File: config.mk
export PLATFORM = sky130hd
export DESIGN_NAME = fetch_unit
export DESIGN_NICKNAME = d
export VERILOG_FILES = /design/src/rtl/fetch_unit_pkg.sv /design/src/rtl/fetch_skid_buf.sv /design/src/rtl/fetch_unit.sv
export SDC_FILE = /design/constraint.sdc
export NUM_CORES = 1
export LEC_CHECK = 0
export BUFFER_PORTS_ARGS = -buffer_cell sky130_fd_sc_hd__clkbuf_2
export CAP_MARGIN = 20
export CORE_MARGIN = 1
export CORE_UTILIZATION = 28
export DETAILED_ROUTE_END_ITERATION = 16
export GPL_TIMING_DRIVEN = 0
export HOLD_SLACK_MARGIN = 0.03
export PLACE_DENSITY = 0.54
export SYNTH_ARGS = -nofsm -noshare
export SYNTH_HDL_FRONTEND = slang
export SYNTH_SLANG_ARGS = --single-unit
File: constraint.sdc
create_clock -name clk -period 4.74 [get_ports clk]
set_clock_uncertainty 0.1 [all_clocks]
set_input_delay 0 -clock clk [delete_from_list [all_inputs] [get_ports clk]]
set_output_delay 0 -clock clk [all_outputs]
set_load 0.005 [all_outputs]
File: src/rtl/fetch_unit_pkg.sv
// Shared widths, default NOP word and FSM state encoding for the instruction fetch unit.
`timescale 1ns/1ps
package fetch_unit_pkg;

    localparam int unsigned INSTR_WIDTH = 32;
    localparam logic [INSTR_WIDTH-1:0] NOP_DEFAULT = 32'h0000_0013;

    typedef enum logic [1:0] {
        ST_BOOT  = 2'd0,
        ST_REQ   = 2'd1,
        ST_HOLD  = 2'd2,
        ST_DRAIN = 2'd3
    } fetch_state_e;

endpackage

File: src/rtl/fetch_skid_buf.sv
// One-entry skid buffer that parks a fetched {pc, instr} while decode is stalled.
`timescale 1ns/1ps
module fetch_skid_buf
    import fetch_unit_pkg::*;
(
    input  logic                   clk,
    input  logic                   rst,
    input  logic                   clear,
    input  logic                   load,
    input  logic                   unload,
    input  logic [INSTR_WIDTH-1:0] load_pc,
    input  logic [INSTR_WIDTH-1:0] load_instr,
    output logic [INSTR_WIDTH-1:0] buf_pc,
    output logic [INSTR_WIDTH-1:0] buf_instr,
    output logic                   full
);

    logic                   full_r;
    logic [INSTR_WIDTH-1:0] pc_r;
    logic [INSTR_WIDTH-1:0] instr_r;

    // Occupancy and payload; clear (flush) wins over a simultaneous load.
    always_ff @(posedge clk) begin
        if (rst) begin
            full_r  <= 1'b0;
            pc_r    <= {INSTR_WIDTH{1'b0}};
            instr_r <= {INSTR_WIDTH{1'b0}};
        end else if (clear) begin
            full_r  <= 1'b0;
        end else if (load) begin
            full_r  <= 1'b1;
            pc_r    <= load_pc;
            instr_r <= load_instr;
        end else if (unload) begin
            full_r  <= 1'b0;
        end else begin
            full_r  <= full_r;
        end
    end

    assign full      = full_r;
    assign buf_pc    = pc_r;
    assign buf_instr = instr_r;

endmodule

File: src/rtl/fetch_unit.sv
// Instruction fetch FSM driving the PC enable and instruction memory, feeding the IF/ID register.
`timescale 1ns/1ps
module fetch_unit
    import fetch_unit_pkg::*;
#(
    parameter logic [INSTR_WIDTH-1:0] NOP_INSTR = NOP_DEFAULT
) (
    input  logic                   clk,
    input  logic                   rst,
    input  logic [INSTR_WIDTH-1:0] pc,
    output logic                   pc_en,
    output logic                   imem_req,
    output logic [INSTR_WIDTH-1:0] imem_addr,
    input  logic                   imem_ack,
    input  logic [INSTR_WIDTH-1:0] imem_rdata,
    input  logic                   id_stall,
    input  logic                   flush,
    output logic [INSTR_WIDTH-1:0] if_id_pc,
    output logic [INSTR_WIDTH-1:0] if_id_instr,
    output logic                   if_id_valid
);

    fetch_state_e           state_r;
    fetch_state_e           state_s;
    logic [INSTR_WIDTH-1:0] drain_addr_r;
    logic                   take_s;
    logic                   skid_load_s;
    logic                   skid_unload_s;
    logic                   drain_load_s;
    logic                   skid_full_s;
    logic [INSTR_WIDTH-1:0] skid_pc_s;
    logic [INSTR_WIDTH-1:0] skid_instr_s;

    fetch_skid_buf u_skid (
        .clk        (clk),
        .rst        (rst),
        .clear      (flush),
        .load       (skid_load_s),
        .unload     (skid_unload_s),
        .load_pc    (pc),
        .load_instr (imem_rdata),
        .buf_pc     (skid_pc_s),
        .buf_instr  (skid_instr_s),
        .full       (skid_full_s)
    );

    // Next-state and memory/PC handshake; reset forces the handshake idle.
    always_comb begin
        state_s       = state_r;
        pc_en         = 1'b0;
        imem_req      = 1'b0;
        imem_addr     = pc;
        take_s        = 1'b0;
        skid_load_s   = 1'b0;
        skid_unload_s = 1'b0;
        drain_load_s  = 1'b0;
        if (rst) begin
            state_s = ST_BOOT;
        end else begin
            case (state_r)
                ST_BOOT: begin
                    pc_en   = 1'b1;
                    state_s = ST_REQ;
                end
                ST_REQ: begin
                    imem_req = 1'b1;
                    if (flush) begin
                        pc_en = 1'b1;
                        if (imem_ack) begin
                            state_s = ST_REQ;
                        end else begin
                            drain_load_s = 1'b1;
                            state_s      = ST_DRAIN;
                        end
                    end else if (imem_ack) begin
                        pc_en = 1'b1;
                        if (id_stall) begin
                            skid_load_s = 1'b1;
                            state_s     = ST_HOLD;
                        end else begin
                            take_s  = 1'b1;
                            state_s = ST_REQ;
                        end
                    end else begin
                        state_s = ST_REQ;
                    end
                end
                ST_HOLD: begin
                    if (flush) begin
                        pc_en   = 1'b1;
                        state_s = ST_REQ;
                    end else if (!id_stall) begin
                        skid_unload_s = skid_full_s;
                        state_s       = ST_REQ;
                    end else begin
                        state_s = ST_HOLD;
                    end
                end
                ST_DRAIN: begin
                    // The abandoned request must complete at its original address.
                    imem_req  = 1'b1;
                    imem_addr = drain_addr_r;
                    pc_en     = flush;
                    if (imem_ack) begin
                        state_s = ST_REQ;
                    end else begin
                        state_s = ST_DRAIN;
                    end
                end
                default: begin
                    state_s = ST_BOOT;
                end
            endcase
        end
    end

    // FSM state register.
    always_ff @(posedge clk) begin
        if (rst) begin
            state_r <= ST_BOOT;
        end else begin
            state_r <= state_s;
        end
    end

    // Address of the in-flight request abandoned by a flush.
    always_ff @(posedge clk) begin
        if (rst) begin
            drain_addr_r <= {INSTR_WIDTH{1'b0}};
        end else if (drain_load_s) begin
            drain_addr_r <= pc;
        end else begin
            drain_addr_r <= drain_addr_r;
        end
    end

    // IF/ID register: flush beats everything, stall holds, otherwise new word or bubble.
    always_ff @(posedge clk) begin
        if (rst) begin
            if_id_valid <= 1'b0;
            if_id_pc    <= {INSTR_WIDTH{1'b0}};
            if_id_instr <= NOP_INSTR;
        end else if (flush) begin
            if_id_valid <= 1'b0;
            if_id_instr <= NOP_INSTR;
        end else if (take_s) begin
            if_id_valid <= 1'b1;
            if_id_pc    <= pc;
            if_id_instr <= imem_rdata;
        end else if (skid_unload_s) begin
            if_id_valid <= 1'b1;
            if_id_pc    <= skid_pc_s;
            if_id_instr <= skid_instr_s;
        end else if (id_stall) begin
            if_id_valid <= if_id_valid;
        end else begin
            if_id_valid <= 1'b0;
            if_id_instr <= NOP_INSTR;
        end
    end

endmodule

==> results of run 1 <==
final timing paths:
kind / startpoint / endpoint / slack (ps) / cells after the start
setup reg to reg: state_r[1] / if_id_pc[3] / 2630 / 5
setup / recovery: state_r[0] / imem_addr[0] / 2470 / 6
hold reg to reg: drain_addr_r[27] / drain_addr_r[27] / 350 / 2
hold / removal: flush / state_r[0] / 110 / 5
placed cells by master (no fill, tap or decap), drive strengths merged:
master         n
a21o           1
a21oi         67
a311oi        33
a32oi         29
and3b          1
buf           28
bufinv         1
clkbuf       237
clkinv         3
clkinvlp       2
dfxtp        164
dlygate4sd3   66
inv           10
mux2          96
nand2         66
nand2b         4
nand3         32
nand3b         1
nand4bb        1
nor2           6
nor2b         66
nor3          35
nor3b          2
nor4bb         2
o21ai         34
o21bai        29
o31ai          3
or2            1
or3            2
or3b           3
critical path, cell delays in order, from the launching register on:
cell	delay, ps
dfxtp_1	310
buf_4	160
nor2b_1	160
nand2_1	220
buf_2	380
mux2_2	390
clkbuf_2	110
per-layer routing:
metal | vias to the layer above | track usage [%]
met5 | - | 0
met4 | 0 | 4.96
met3 | 19 | 4.39
met2 | 180 | 28.0
met1 | 3233 | 24.4
li1 | 3254 | -
cell families (layout without fill, tap and decap cells):
family,count (synthesis),after routing,share of synthesized area (%)
multiplexers,96,96,17.1
AND/OR/NAND/NOR,222,222,15.8
flip-flops,164,164,44.4
buffers and inverters,82,347,5.13
AO/OA/AOI/OAI,196,196,17.5
cell type report:
type / count / area, um2
inverters: 2 / 7.51
plain buffers: 80 / 372
clock inverters: 14 / 159
well taps: 335 / 419
flip-flops and latches: 164 / 3280
clock buffers: 18 / 439
fillers: 2641 / 16100
repair buffers: 233 / 1500
multi-input cells: 514 / 3730
report_power, final:
group          internal, mW  total [mW]  switching (mW)  leakage [nW]
Clock                 0.766        1.42           0.653         0.289
Sequential             1.41        1.43          0.0191          1.33
Combinational         0.152       0.323           0.171          2.46
sequential cells by signal (all words and copies together) (netlist names):
register          cells
u_skid.buf_pc        32
if_id_instr          32
drain_addr_r         32
if_id_pc             32
u_skid.buf_instr     32
u_skid.full           1
if_id_valid           1
state_r               2
timing repair:
item,in CTS,in global routing
endpoints found under the hold margin,162,0
hold buffers,66,0
setup endpoints to repair,0,0
resized for setup,0,0
==> flow_summary.ini, run 1 <==
[status]
outcome = completed

[routing]
route.detailed.drc = 0
ant_nets = 0
dr.max_layer_used = met4
wl_per_cell_um = 17.6
met2_length_mm = 10.9
m1WireLength_mm = 11.5
finalWirelength_mm = 23.9
vias = 6686
route.met3.wl_mm = 1.27
drt_iter0_drc = 437
vias_per_cell = 4.92
first_pass_iters = 4

[yosys]
synth.net_count = 829
yosysWarningCount = 0
synth_ff_type = dfxtp_1
synth-edff-count = 0
synth-seq-area-share_pct = 44.4
syn_area_mm2 = 0.00739
ys_top_cells_by_count = dfxtp_1 (164), a21oi_1 (67), nand2_1 (66), nor2b_1 (66), clkbuf_1 (52)
synth_top_cell_area_share_pct = 44.4
ys_ff_latch = 164
avgSynthCellArea_um2 = 9.73
synthTopCellsByArea = dfxtp_1 (44%), mux2_4 (10%), mux2_2 (7.2%)
syn_inst = 760
synth_largest_area_cell = dfxtp_1
yosysUniqueCellTypes = 33
yosysMostFrequentCell = dfxtp_1
async_flop_share_pct = 0

[timing]
hold_ws_ps = 106
setup_tns_ps = 0
fin_crit_sh_pct = 47.9
postLayoutSetupSlackWorst_ps = 2470
fmax_mhz = 441
min_period_ps = 2270
slew_violations = 0
setup_viol = 0
hold_viol_final = 0
rsz0062_at_grt = false
worst_pin_slew_ps = 646
max_slew_margin_pct = 56.7

[clock_network]
clock_latency_ps = 430
cts_root_buf = clkbuf_16
clkTransAtPathRegs_ps = 70
clock_sinks = 164
post_cts_buffers = 0
cts_tree = yes
cts_buffers = 17
htree_num_levels = 4
clockBufferDepth = 2

[job]
maxCapViolCount = 0

[floorplan]
die_y_um = 164
core_mm2 = 0.0260
rows = 59
die_area_mm2 = 0.0271
io_pins = 168
fp.dieW_um = 164
start_util_pct = 28.4

[global_route]
grt_max_degree = 18
grt_use_total_pct = 17.9
grt_first_pass_wirelength_mm = 37.1
grt_overflow = 0
grt_pass1_vias = 6576
antenna_found_initial = 0

[cells_and_area]
n_antenna_cell = 0
final_nets = 1081
instances_no_fill = 1360
post-route-cell-area_mm2 = 0.00991
utilization_pct = 38.1
drive_above_1_share_pct = 31.7
area_growth_pct = 34.0

[worst_setup_path]
critical_path_class = reg2out
crit_fanout = 10
crit_arrival_ps = 2170
cp-start-kind = flip-flop
critPathRequiredTime_ps = 4640
cp-end-kind = primary output

[power_and_ir_drop]
peakVddDrop_v = 0.000159
p_per_area_mw_per_mm2 = 321
total_power_mw = 3.18
leakage_nw = 4.08

[placed_design]
pre_cts_slack_ps = 2580
placedInstanceArea_mm2 = 0.00865
dp_hpwl_mm = 17.0
io_buffers = 167
dp_cells = 1262
place_congestion = 0.767

[worst_hold_path]
hold_class = in2reg
Power figures use the tool's default switching activity.
==> run 2, diff against run 1 <==
==> constraint.sdc (replaced) <==
create_clock -name clk -period 2.1 [get_ports clk]
set_clock_uncertainty 0.1 [all_clocks]
set_input_delay 0 -clock clk [delete_from_list [all_inputs] [get_ports clk]]
set_output_delay 0 -clock clk [all_outputs]
set_load 0.005 [all_outputs]
==> run 2 against run 1 <==
Against the previous run: cell count is the same; design area grew 0.53%; routed wire length is essentially flat; combinational power grew 130%; critical path type is now reg2reg; largest cell class unchanged; highest routed layer unchanged.
==> flow_summary.ini, run 2 (synthesis results as in run 1) <==
[worst_setup_path]
critical_path_class = reg2reg
cp-end-kind = flip-flop
reg2reg_from = state_r[1]
crit_fanout = 10
critPathRequiredTime_ps = 2320
crit_path_start = state_r[1]
cp-start-kind = flip-flop
r2r_setup_slack_ps = 70
crit_arrival_ps = 2250

[floorplan]
start_util_pct = 28.4
io_pins = 168
core_mm2 = 0.0260
die_y_um = 164
rows = 59
die_area_mm2 = 0.0271
fp.dieW_um = 164

[placed_design]
dp_cells = 1262
dp_hpwl_mm = 17.0
io_buffers = 167
place_congestion = 0.767

[worst_hold_path]
min_from = flush
hold_class = in2reg

[clock_network]
clkTransAtPathRegs_ps = 70
cts_buffers = 17
clock_latency_ps = 430
cts_root_buf = clkbuf_16
clock_sinks = 164
htree_num_levels = 4
cts_tree = yes
clockBufferDepth = 2

[routing]
vias_per_cell = 4.89
wl_per_cell_um = 17.6
ant_nets = 0
vias = 6656
first_pass_iters = 4
finalWirelength_mm = 23.9
drt_iter0_drc = 436
route.detailed.drc = 0

[cells_and_area]
n_antenna_cell = 0
n_fill_cell = 2630
final_nets = 1081
layout_commonest_cell = clkbuf_2
area_growth_pct = 34.7
layout_common_cells = clkbuf_2 (175), dfxtp_1 (164), a21oi_1 (67)
instances_no_fill = 1360
drive_above_1_share_pct = 32.8

[job]
maxCapViolCount = 0

[timing]
worst_pin_slew_ps = 609
fin_crit_sh_pct = 96.7
hold_viol_final = 0
fmax_mhz = 493
max_slew_margin_pct = 59.4
slew_violations = 0
setup_viol = 0
min_period_ps = 2030

[global_route]
grt_overflow = 0
grt_pass1_vias = 6576
antenna_found_initial = 0
grt_max_degree = 18
grt_use_total_pct = 17.9
grt_first_pass_wirelength_mm = 37.1

[power_and_ir_drop]
swShare_pct = 26.6
p_per_area_mw_per_mm2 = 721
total_power_mw = 7.18
seq_power_share_pct = 45.1
pwr-share-clk_pct = 44.7
leakage_nw = 4.13
peakVddDrop_v = 0.000362
combPwrFrac_pct = 10.2
p_sw_mw = 1.91
internal_power_mw = 5.27

[status]
outcome = completed
[run 2: cell types whose count changed in the layout (fill, tap and decap cells not counted), sizes merged]
| cell | change |
|---|---|
| buf | -1 |
| clkbuf | +1 |
[run 2: metrics by stage]
| stage | worst slack [ps] | utilization [%] | hold slack (ps) | area (um2) | setup TNS [ps] |
|---|---|---|---|---|---|
| 6_report | 69.9 | 38.3 | 126 | 9960 | 0 |
| 5_1_grt | -5.14 | 38.3 | 169 | 9960 | -5.14 |
| 4_1_cts | 3.37 | 38.2 | 94.9 | 9920 | 0 |
| 3_5_place_dp | -57.2 | 33.3 | 150 | 8650 | -61.6 |
| 3_3_place_gp | -74.9 | 33.3 | 145 | 8650 | -114 |
| 2_1_floorplan | 355 | - | 29.8 | 7390 | 0 |
[run 2: final timing paths]
| check | to | depth (start not counted) |
|---|---|---|
| min reg2reg | drain_addr_r[27] | 2 |
| max | u_skid.buf_instr[2] | 5 |
| min | state_r[0] | 5 |
| max reg2reg | u_skid.buf_instr[2] | 5 |
[run 2: area by class of cell]
class | instances | area [um2] | share of cell area (%)
clock inverter | 14 | 159 | 1.60
inverter | 2 | 7.51 | 0.0754
tap | 335 | 419 | 4.21
buffer | 80 | 408 | 4.10
multi-input combinational | 514 | 3750 | 37.6
timing repair buffer | 233 | 1500 | 15.0
sequential | 164 | 3280 | 33.0
clock buffer | 18 | 439 | 4.41
[run 2: worst max-delay path: stages (launching register included)]
cell and delay (ps):
dfxtp_1 420, nand3b_4 280, or3_1 450, buf_6 190
buf_6 170, mux2_4 300
[run 2: what timing repair did]
item | in CTS | in global routing
resized for setup | 7 | 21
hold buffers | 66 | 0
setup buffers | 0 | 0
setup endpoints to repair | 31 | 65
pin swaps | 0 | 0
endpoints found under the hold margin | 162 | 0
[run 2: power groups by stage]
stage	Combinational, mW	Clock, mW	Sequential, mW
4_1_cts	0.737	3.28	3.24
2_1_floorplan	0.331	0	3.30
3_5_place_dp	0.633	0	3.31
6_report	0.734	3.21	3.24
3_3_place_gp	0.630	0	3.31
5_1_grt	0.805	3.44	3.24
[run 2: metal layers]
layer  up-vias  GRT usage (%)  routed length (um)
met5         -              0                   0
met4         0           4.96                 221
met3        17           4.39                1400
met2       189           28.0               10900
met1      3202           24.4               11400
li1       3248              -                   -
==> run 3, diff against run 2 <==
--- a/config.mk
+++ b/config.mk
@@ -5,6 +5,7 @@
 export SDC_FILE = /design/constraint.sdc
 export NUM_CORES = 1
 export LEC_CHECK = 0
+export ABC_AREA = 1
 export BUFFER_PORTS_ARGS = -buffer_cell sky130_fd_sc_hd__clkbuf_2
 export CAP_MARGIN = 20
 export CORE_MARGIN = 1
==> run 3 against run 2 <==
Against the previous run: combinational power fell by 4.0%; critical path depth rose by 1; sequential power barely moved; global-route usage fell by 0.13 points.
==> flow_summary.ini, run 3 <==
[yosys]
synth.net_count = 1200
synth_largest_area_cell = dfxtp_1
async_flop_share_pct = 0
yosysWarningCount = 0
synth-seq-area-share_pct = 44.1
syn_area_mm2 = 0.00745
yosysUniqueCellTypes = 22
ys_ff_latch = 164
synth_top_cell_area_share_pct = 44.1
synth_ff_type = dfxtp_1
synthTopCellsByArea = dfxtp_1 (44%), nand2_1 (19%), inv_1 (7.1%)
syn_inst = 1131
avgSynthCellArea_um2 = 6.59
yosysMostFrequentCell = nand2_1
synth-edff-count = 0
ys_top_cells_by_count = nand2_1 (380), dfxtp_1 (164), inv_1 (140), nor2_1 (102), o21ai_0 (87)

[worst_setup_path]
r2r_end = if_id_pc[29]
critical_path_buf_inv_count = 3
cp-start-kind = flip-flop
cp_top_family = buffers and inverters
reg2reg_from = state_r[1]
path_depth = 6
worstRegToRegCells = 9
crit_arrival_ps = 1880
crit_slowest_cell = dfxtp_2
critical_path_class = reg2out
r2r_setup_slack_ps = 220
endpoint = imem_addr[12]
worstPathCellList = inv_2 > nor2_1 > nand2_2 > clkbuf_4 > o21ai_1 > clkbuf_2
crit_path_start = state_r[0]
cp-end-kind = primary output
max_stage_delay_ps = 380
critPathRequiredTime_ps = 2000
crit_fanout = 10

[power_and_ir_drop]
peakVddDrop_v = 0.000475
p_per_area_mw_per_mm2 = 728
leakage_nw = 5.78
total_power_mw = 7.33

[timing]
setup_tns_ps = 0
rsz0062_at_grt = false
hold_viol_final = 0
fmax_mhz = 504
fin_crit_sh_pct = 94.5
setup_viol = 0
slew_violations = 0
worst_pin_slew_ps = 663
max_slew_margin_pct = 55.8
min_period_ps = 1980

[job]
maxCapViolCount = 0

[clock_network]
clkTransAtPathRegs_ps = 60
clock_latency_ps = 430
clock_sinks = 164
htree_num_levels = 4
cts_buffers = 17
cts_tree = yes
cts_root_buf = clkbuf_16
clockBufferDepth = 2

[global_route]
grt_overflow = 0
grt_use_total_pct = 17.8
grt_max_degree = 17
grt_first_pass_wirelength_mm = 37.2
grt_pass1_vias = 6992
antenna_found_initial = 0

[floorplan]
fp.dieW_um = 165
core_mm2 = 0.0261
die_y_um = 165
die_area_mm2 = 0.0273
start_util_pct = 28.6
io_pins = 168
rows = 59

[cells_and_area]
final_nets = 1455
layout_common_cells = nand2_1 (379), clkbuf_2 (169), dfxtp_1 (163)
drive_above_1_share_pct = 18.4
ff_latch_area_mm2 = 0.00328
area_growth_pct = 35.1
layout_commonest_cell = nand2_1
n_antenna_cell = 0
multi_input_area_mm2 = 0.00331
n_fill_cell = 2805

[routing]
route.detailed.drc = 0
first_pass_iters = 5
m1WireLength_mm = 11.2
ant_nets = 0
finalWirelength_mm = 24.0
vias_per_cell = 4.41
met2_length_mm = 11.0
dr.max_layer_used = met4
wl_per_cell_um = 13.8
route.met3.wl_mm = 1.41
vias = 7641
drt_iter0_drc = 503

[placed_design]
place_congestion = 0.787
dp_hpwl_mm = 17.3
io_buffers = 166

[worst_hold_path]
hold_class = in2reg

[status]
outcome = completed
-- run 3: worst min-delay path by stage --
stage          depth (start not counted)  slack [ps]                    to            from
2_1_floorplan                          1         -60              imem_req             rst
6_report                               3          60            state_r[1]             rst
3_5_place_dp                           3         130  u_skid.buf_instr[31]  imem_rdata[31]
3_3_place_gp                           3         120  u_skid.buf_instr[31]  imem_rdata[31]
5_1_grt                                3          90            state_r[1]             rst
4_1_cts                                3          40            state_r[1]             rst
-- run 3: timing repair --
action | CTS | global route
setup endpoints to repair | 32 | 32
resized for setup | 17 | 8
hold buffers | 68 | 0
buffers inserted | 0 | 2
endpoints found under the hold margin | 163 | 0
-- run 3: final cells by class --
cell class              instances  area share [%]
repair buffers                236            15.2
inverters                     146            5.45
multi-input cells             750            32.9
plain buffers                  71            3.46
well taps                     335            4.17
flip-flops and latches        164            32.6
clock buffers                  22            4.81
clock inverters                 9            1.40
-- run 3: per-stage QoR --
stage                     utilization, %  hold WS (ps)  setup WS (ps)  std cells  cell area, um2
after floorplan                        -         -61.4            691       1131            7450
after global placement              33.4           123            144       1632            8700
after detailed placement            33.4           128            127       1632            8700
after CTS                           38.5          41.3          -29.7       1731           10000
after global routing                38.6          86.4           3.40       1733           10100
final                               38.6          58.4            116       1733           10100
-- run 3: metal layers --
metal | track usage, % | up-vias
met4 | 4.30 | 0
met3 | 4.15 | 21
met5 | 0 | -
met2 | 29.2 | 212
met1 | 23.4 | 3422
li1 | - | 3986
-- run 3: kinds of logic after synthesis --
group,share of synthesized area [%]
buf+inv,11.9
simple gates,33.3
compound gates,10.8
flops,44.1
-- run 3: report_power, final --
group,switching [mW],internal (mW),leakage [nW]
clock network,1.36,2.01,0.304
logic,0.409,0.297,4.15
registers,0.0468,3.21,1.33
-- run 3: worst reg2reg max path: cells and delay by family (launching register included) --
family	cells	cell delay (ps)
buffers and inverters	3	470
AND/OR/NAND/NOR	6	830
flip-flops	1	440
